`config.mk`:
```
export PLATFORM = sky130hd
export DESIGN_NAME = wb_stage_flat
export DESIGN_NICKNAME = d
export VERILOG_FILES = /design/src/rtl/wb_stage_if.sv /design/src/rtl/wb_stage.sv /design/src/flat_wrapper.sv
export SDC_FILE = /design/constraint.sdc
export NUM_CORES = 1
export LEC_CHECK = 0
export ABC_AREA = 1
export BUFFER_PORTS_ARGS = -buffer_cell sky130_fd_sc_hd__buf_4
export CAP_MARGIN = 15
export CORE_ASPECT_RATIO = 0.5
export CORE_MARGIN = 3
export CORE_UTILIZATION = 52
export CTS_CLUSTER_SIZE = 8
export DETAILED_ROUTE_END_ITERATION = 12
export PLACE_DENSITY = 0.78
export SLEW_MARGIN = 20
export SYNTH_ARGS = -nofsm -noshare
export SYNTH_HDL_FRONTEND = slang
export SYNTH_SLANG_ARGS = --single-unit
```
`constraint.sdc`:
```
create_clock -name clk -period 3.8 [get_ports clk]
set_input_delay 0.76 -clock clk [delete_from_list [all_inputs] [get_ports clk]]
set_output_delay 0.76 -clock clk [all_outputs]
set_load 0.01 [all_outputs]
```
`src/rtl/wb_stage_if.sv`:
```
// wb_stage_if: bus bundle between the memory stage and the writeback stage.
//
// Signals:
//   mem_to_wb_bus  136  {hi_we, lo_we, hi_wdata, lo_wdata, pc, rf_we, rf_waddr, rf_wdata}
//   wb_to_rf_bus    38  {rf_we, rf_waddr, rf_wdata} to regfile write port / ID bypass
//   hi_o, lo_o      32  bypassed HI/LO values for EX
//   retired_cnt     32  committed-instruction count
//
// Modports:
//   master  upstream side: drives mem_to_wb_bus, observes the writeback outputs
//   slave   wb_stage side: consumes mem_to_wb_bus, drives the writeback outputs
interface wb_stage_if;
    localparam int unsigned MemToWbWd = 136;
    localparam int unsigned WbToRfWd  = 38;

    logic [MemToWbWd-1:0] mem_to_wb_bus;
    logic [WbToRfWd-1:0]  wb_to_rf_bus;
    logic [31:0]          hi_o;
    logic [31:0]          lo_o;
    logic [31:0]          retired_cnt;

    modport master (
        output mem_to_wb_bus,
        input  wb_to_rf_bus,
        input  hi_o,
        input  lo_o,
        input  retired_cnt
    );

    modport slave (
        input  mem_to_wb_bus,
        output wb_to_rf_bus,
        output hi_o,
        output lo_o,
        output retired_cnt
    );
endinterface

```
`src/rtl/wb_stage.sv`:
```
// wb_stage: writeback stage of the 5-stage MIPS core.
//
// Latches the memory-to-writeback bus, drives the regfile write port (with $zero writes
// suppressed), owns the architectural HI/LO pair with same-cycle bypass to EX, and counts
// retired instructions.
//
// Ports:
//   clk      in   core clock, all state on rising edge
//   resetn   in   asynchronous active-low reset
//   stall    in   6-bit stall vector, 1 = stop; bit 4 = WB, bit 5 = downstream of WB
//   bus      slave modport of wb_stage_if (mem_to_wb_bus in; wb_to_rf_bus, hi_o, lo_o,
//            retired_cnt out)
//   debug_wb_pc / _rf_wen / _rf_wnum / _rf_wdata  writeback trace, present only when the
//            macro WB_DEBUG_TRACE_EN is defined
module wb_stage (
    input  logic        clk,
    input  logic        resetn,
    input  logic [5:0]  stall,
    wb_stage_if.slave   bus
`ifdef WB_DEBUG_TRACE_EN
    ,
    output logic [31:0] debug_wb_pc,
    output logic [3:0]  debug_wb_rf_wen,
    output logic [4:0]  debug_wb_rf_wnum,
    output logic [31:0] debug_wb_rf_wdata
`endif
);

    typedef struct packed {
        logic        hi_we;
        logic        lo_we;
        logic [31:0] hi_wdata;
        logic [31:0] lo_wdata;
        logic [31:0] pc;
        logic        rf_we;
        logic [4:0]  rf_waddr;
        logic [31:0] rf_wdata;
    } wb_bus_t;

    wb_bus_t     wb_r_q, wb_r_d;
    logic [31:0] hi_reg_q, hi_reg_d;
    logic [31:0] lo_reg_q, lo_reg_d;
    logic [31:0] retired_cnt_q, retired_cnt_d;

    logic valid;
    logic commit;
    logic rf_we_out;

    // Bubbles are all-zero, so a non-zero PC marks a real instruction.
    assign valid  = (wb_r_q.pc != 32'h0);
    // An entry commits only on the edge where it leaves WB.
    assign commit = valid && !stall[4];

    always_comb begin
        wb_r_d = wb_r_q;
        if (stall[4] && !stall[5]) begin
            wb_r_d = '0;
        end else if (!stall[4]) begin
            wb_r_d = wb_bus_t'(bus.mem_to_wb_bus);
        end
    end

    always_comb begin
        hi_reg_d      = hi_reg_q;
        lo_reg_d      = lo_reg_q;
        retired_cnt_d = retired_cnt_q;
        if (commit) begin
            if (wb_r_q.hi_we) hi_reg_d = wb_r_q.hi_wdata;
            if (wb_r_q.lo_we) lo_reg_d = wb_r_q.lo_wdata;
            retired_cnt_d = retired_cnt_q + 32'd1;
        end
    end

    always_ff @(posedge clk or negedge resetn) begin
        if (!resetn) begin
            wb_r_q        <= '0;
            hi_reg_q      <= '0;
            lo_reg_q      <= '0;
            retired_cnt_q <= '0;
        end else begin
            wb_r_q        <= wb_r_d;
            hi_reg_q      <= hi_reg_d;
            lo_reg_q      <= lo_reg_d;
            retired_cnt_q <= retired_cnt_d;
        end
    end

    assign rf_we_out        = wb_r_q.rf_we && (wb_r_q.rf_waddr != 5'd0);
    assign bus.wb_to_rf_bus = {rf_we_out, wb_r_q.rf_waddr, wb_r_q.rf_wdata};

    // EX sees the in-flight WB value before it reaches the architectural register.
    assign bus.hi_o = (valid && wb_r_q.hi_we) ? wb_r_q.hi_wdata : hi_reg_q;
    assign bus.lo_o = (valid && wb_r_q.lo_we) ? wb_r_q.lo_wdata : lo_reg_q;

    assign bus.retired_cnt = retired_cnt_q;

`ifdef WB_DEBUG_TRACE_EN
    assign debug_wb_pc       = wb_r_q.pc;
    assign debug_wb_rf_wen   = {4{rf_we_out}};
    assign debug_wb_rf_wnum  = wb_r_q.rf_waddr;
    assign debug_wb_rf_wdata = wb_r_q.rf_wdata;
`endif

endmodule

```
`src/flat_wrapper.sv`:
```
// flat-port wrapper written by rule: the top's interface ports become plain ports
module wb_stage_flat 
  (clk, resetn, stall, bus_mem_to_wb_bus, bus_wb_to_rf_bus, bus_hi_o, bus_lo_o, bus_retired_cnt);
  wb_stage_if bus_i ();
  input  logic clk;
  input  logic resetn;
  input  logic [5:0] stall;
  input wire logic [$bits(bus_i.mem_to_wb_bus)-1:0] bus_mem_to_wb_bus;
  output wire logic [$bits(bus_i.wb_to_rf_bus)-1:0] bus_wb_to_rf_bus;
  output wire logic [$bits(bus_i.hi_o)-1:0] bus_hi_o;
  output wire logic [$bits(bus_i.lo_o)-1:0] bus_lo_o;
  output wire logic [$bits(bus_i.retired_cnt)-1:0] bus_retired_cnt;
  assign bus_i.mem_to_wb_bus = bus_mem_to_wb_bus;
  assign bus_wb_to_rf_bus = bus_i.wb_to_rf_bus;
  assign bus_hi_o = bus_i.hi_o;
  assign bus_lo_o = bus_i.lo_o;
  assign bus_retired_cnt = bus_i.retired_cnt;
  wb_stage u_core (.clk(clk), .resetn(resetn), .stall(stall), .bus(bus_i));
endmodule
```
# [Word-level counts from Yosys, hierarchy flattened]
# Cells that the tools add are included.
[word_totals] ff_bits=232 inputBits=144 out_inout_bits=134 wordCells=28
[op_classes] n_addsub=1 n_eq_ne=1 mux=4 reduce_logical=11
[ops] cell="$mux W136" n=2
[ops] cell="$mux W32" n=2
[ops] cell="$add A32 B1 Y32 const B" n=1
[ops] cell="$reduce_bool A32 Y1" n=1
[ops] cell="$logic_and A1 B1 Y1" n=5
[ops] cell="$reduce_bool A5 Y1" n=1
[ops] cell="$reduce_and A2 Y1" n=2
[ops] cell="$logic_not A1 Y1" n=2
[ops] cell="$ne A2 B1 Y1 const B" n=1

# [Logic depth before layout (Yosys ltp)]
[depth] ltp_word=3 ltp_mapped=12 mapped_depth_nobuf=10

# [Least setup slack after synthesis]
# Ideal clock, no wire load.
[synth_path] kind="register to output" startpoint="register u_core.wb_r_q[38] (netlist name)" endpoint="output port bus_hi_o[10]" arrival_ns=1.321 t_required_ns=3.040 slack_ns=1.719 path_stages_with_launch=11 path_buffers=1 path_cell_list="dfrtp_1 > inv_1 > nand2_1 > nor2_1 > nand2_1 > nor2_1 > nand2_2 > nand2_2 > buf_2 > nand2_1 > o21ai_0"
[synth_via] elab_chain_cells=3
[synth_lines] item="from (decl)" line="wb_stage.sv:40" text="wb_bus_t wb_r_q, wb_r_d;"
[synth_lines] item="from (signal assigned)" line="wb_stage.sv:81" text="wb_r_q <= wb_r_d;"
[synth_lines] item="$reduce_bool A32 Y1" line="wb_stage.sv:50" text="assign valid = (wb_r_q.pc != 32'h0);"
[synth_lines] item="$logic_and A1 B1 Y1" line="wb_stage.sv:92" text="assign bus.hi_o = (valid && wb_r_q.hi_we) ? wb_r_q.hi_wdata : hi_reg_q;"
[synth_lines] item="$mux W32" line="wb_stage.sv:92"
[synth_lines] item="to (decl)" line="flat_wrapper.sv:10" text="output wire logic [$bits(bus_i.hi_o)-1:0] bus_hi_o;"
# Every way passes these cells.

# [Final worst setup path]
[layout_path] startpoint="register u_core.wb_r_q[43] (netlist name)" endpoint="output port bus_lo_o[5]"
[layout_via] elab_chain_cells=3
[layout_lines] item="$reduce_bool A32 Y1" line="wb_stage.sv:50"
[layout_lines] item="$logic_and A1 B1 Y1" line="wb_stage.sv:93" text="assign bus.lo_o = (valid && wb_r_q.lo_we) ? wb_r_q.lo_wdata : lo_reg_q;"
[layout_lines] item="$mux W32" line="wb_stage.sv:93"
[layout_lines] item="to (decl)" line="flat_wrapper.sv:11" text="output wire logic [$bits(bus_i.lo_o)-1:0] bus_lo_o;"
# Every way passes these cells.

==> out/qor.txt <==
Setup TNS = 0 ns
Total global-route track usage = 0.259
Root buf cell = clkbuf_16
Crit-path max FO = 47
Post-layout nets = 1,754
CTS Buffer Depth = 3
Vias in the first global route = 9,707
Share of layout cells above drive strength 1 = 0.206
Avg Inst Size Synth = 7.84 µm²
CTS sink count = 232
Largest net degree at the start of global routing = 128
Fmax = 0.301 GHz
Starting density of the core = 0.548
# port buffers = 273
Ant. Diodes = 0
Core Footprint = 20,100 µm²
Final Cell Area = 13,800 µm²
Leading cell type in the layout, fill and taps excluded = nand2_1
Max_slew headroom = 0.359
Fill count = 1,632
Register area = 5810 µm²
Setup bufs post-CTS = 0
Largest vdd supply drop = 290 µV
Final Setup Violations = 0
Die X = 212 µm
Total power = 6.56 mW
H-Tree Depth = 2
Vias = 9,968
Post-route ant nets = 0
Placed cell area = 12,900 µm²
#FFs+latches synth = 232
Max Clock Skew = 0.0140 ns
CTS tree = yes
Mapped Cells = 1,405
Clk_lat worst skew = 0.49 ns
# IOs = 278
Num CTS Buffers = 34
RR Endpoint = u_core.lo_reg_q[4]$_DFFE_PN0P_
Clock period minus worst slack = 3.33 ns
Min Hold Slack = 0.281 ns
# rows = 36
Hold buffer count at CTS = 0
First-pass GRT wire length = 48,300 µm
Vias per cell = 5.32
Post-CTS sizing = 0
Status = finished clean
Drc violations = 0
Distinct cells, synth = 20
CP required = 3.04 ns
Worst Path Arrival = 2.57 ns
Worst-Margin Slew = 0.958 ns
Post-synthesis sequential area ratio = 0.527
Routed wire length = 29,900 µm
Worst setup margin = 0.473 ns
Die area = 23,100 µm²
DRT iter0 DRCs = 798
Initial antenna violation count = 0
Die Y = 109 µm
DP HPWL = 20,000 µm
Area Growth Syn to Fin = 25.3%
Hold Fails Final Rpt = 0
GRT overflow = 0
Critical Path End Type = primary output
Hold Path Class = input port to asynchronous set/reset pin
RSZ-0062 raised after global routing = no
Placer Congestion = 0.915
Startpoint types = flip-flop
Synth Net Count = 1,550
Max Slew Vio Count = 0
Clock-pin slew on the worst setup and hold paths = 0.05 ns
Routed len/inst = 16.0 µm
Mapped cell area = 11,000 µm²
Max Cap Viol = 0
Warnings from Yosys = 0
Pleak = 7.29 nW
CP Class = flip-flop to primary output
Fin crit share = 0.876
Most frequent cells in the layout = nand2_1 (578), buf_4 (281), dfrtp_1 (232)
PD cells = 476 nW/µm²
DR pass1 iterations = 7
Reg-to-reg slack, setup = 1.41 ns
R2R depth = 11
Setup WS pre-CTS = 1.04 ns
Footprint of the multi-input gates = 4160 µm²
FF-to-FF Start = u_core.wb_r_q[43]$_DFFE_PN0P_
## worst max path at each step
stage | from | endpoint | slack, ns | depth (start not counted)
6_report | u_core.wb_r_q[43]$_DFFE_PN0P_ | bus_lo_o[5] | 0.47 | 11
3_3_place_gp | u_core.wb_r_q[42]$_DFFE_PN0P_ | bus_lo_o[1] | 1.04 | 11
5_1_grt | u_core.wb_r_q[43]$_DFFE_PN0P_ | bus_lo_o[5] | 0.31 | 11
2_1_floorplan | u_core.wb_r_q[38]$_DFFE_PN0P_ | bus_hi_o[10] | 1.72 | 10
4_1_cts | u_core.wb_r_q[43]$_DFFE_PN0P_ | bus_lo_o[15] | 0.47 | 11
3_5_place_dp | u_core.wb_r_q[42]$_DFFE_PN0P_ | bus_lo_o[1] | 1.04 | 11
## critical path, cell delays in order, from the launching register on
cell     delay [ns]
dfrtp_1        0.37
inv_1          0.08
nand2_1        0.05
nor2_1         0.13
nand2_1        0.07
nor2_1         0.15
nand2_2        0.20
nand2_2        0.36
buf_12         0.27
nand2_1        0.06
o21ai_0        0.12
buf_4          0.18
## routing by layer
layer	up-vias	wire, µm	track usage
li1	4791	-	-
met1	4818	12700	0.337
met2	312	14700	0.446
met3	47	2010	0.0595
met4	0	555	0.0668
met5	-	0	0
## flip-flops by register name, summed over array words and instances (netlist names)
signal	cells
u_core.wb_r_q	99
u_core.bus.wb_to_rf_bus	37
u_core.bus.retired_cnt	32
u_core.hi_reg_q	32
u_core.lo_reg_q	32
## report_power, final
group	switching, mW	internal [mW]	leakage (nW)
Sequential	0.153	2.72	2.98
Clock	1.02	1.61	0.436
Combinational	0.593	0.469	3.87
## through the flow
step,utilization,instances
5_1_grt,0.687,1875
3_3_place_gp,0.643,1839
2_1_floorplan,-,1405
6_report,0.687,1875
4_1_cts,0.687,1875
3_5_place_dp,0.643,1839
## layout make-up
| class | count | share of cell area |
|---|---|---|
| timing repair buffer | 287 | 0.161 |
| inverter | 104 | 0.0287 |
| sequential | 232 | 0.421 |
| clock inverter | 1 | 0.000635 |
| tap | 266 | 0.0241 |
| multi-input combinational | 950 | 0.301 |
| clock buffer | 35 | 0.0635 |
## cells by family (layout without fill, tap and decap cells)
family / Yosys count / count (layout) / share of synthesized area
and+or+nand+nor: 774 / 774 / 0.291
DFF: 232 / 232 / 0.527
buffers and inverters: 223 / 427 / 0.0958
AOI/OAI and AO/OA: 160 / 160 / 0.0727
xor gates and xnor gates: 15 / 15 / 0.0119
adders and majority gates: 1 / 1 / 0.00114
## cells in the mapped netlist (all sizes together)
master    n  area (µm²)
nor2     63         244
nand3b   15         113
buf      92         563
ha        1        12.5
o21ai   160         801
nand2   583        2200
nand4    66         413
xnor2     4        35.0
clkbuf   27         101
dfrtp   232        5810
inv     104         390
nand3    47         235
xor2     11        96.3
No activity file was read; power rests on OpenSTA's default activity.
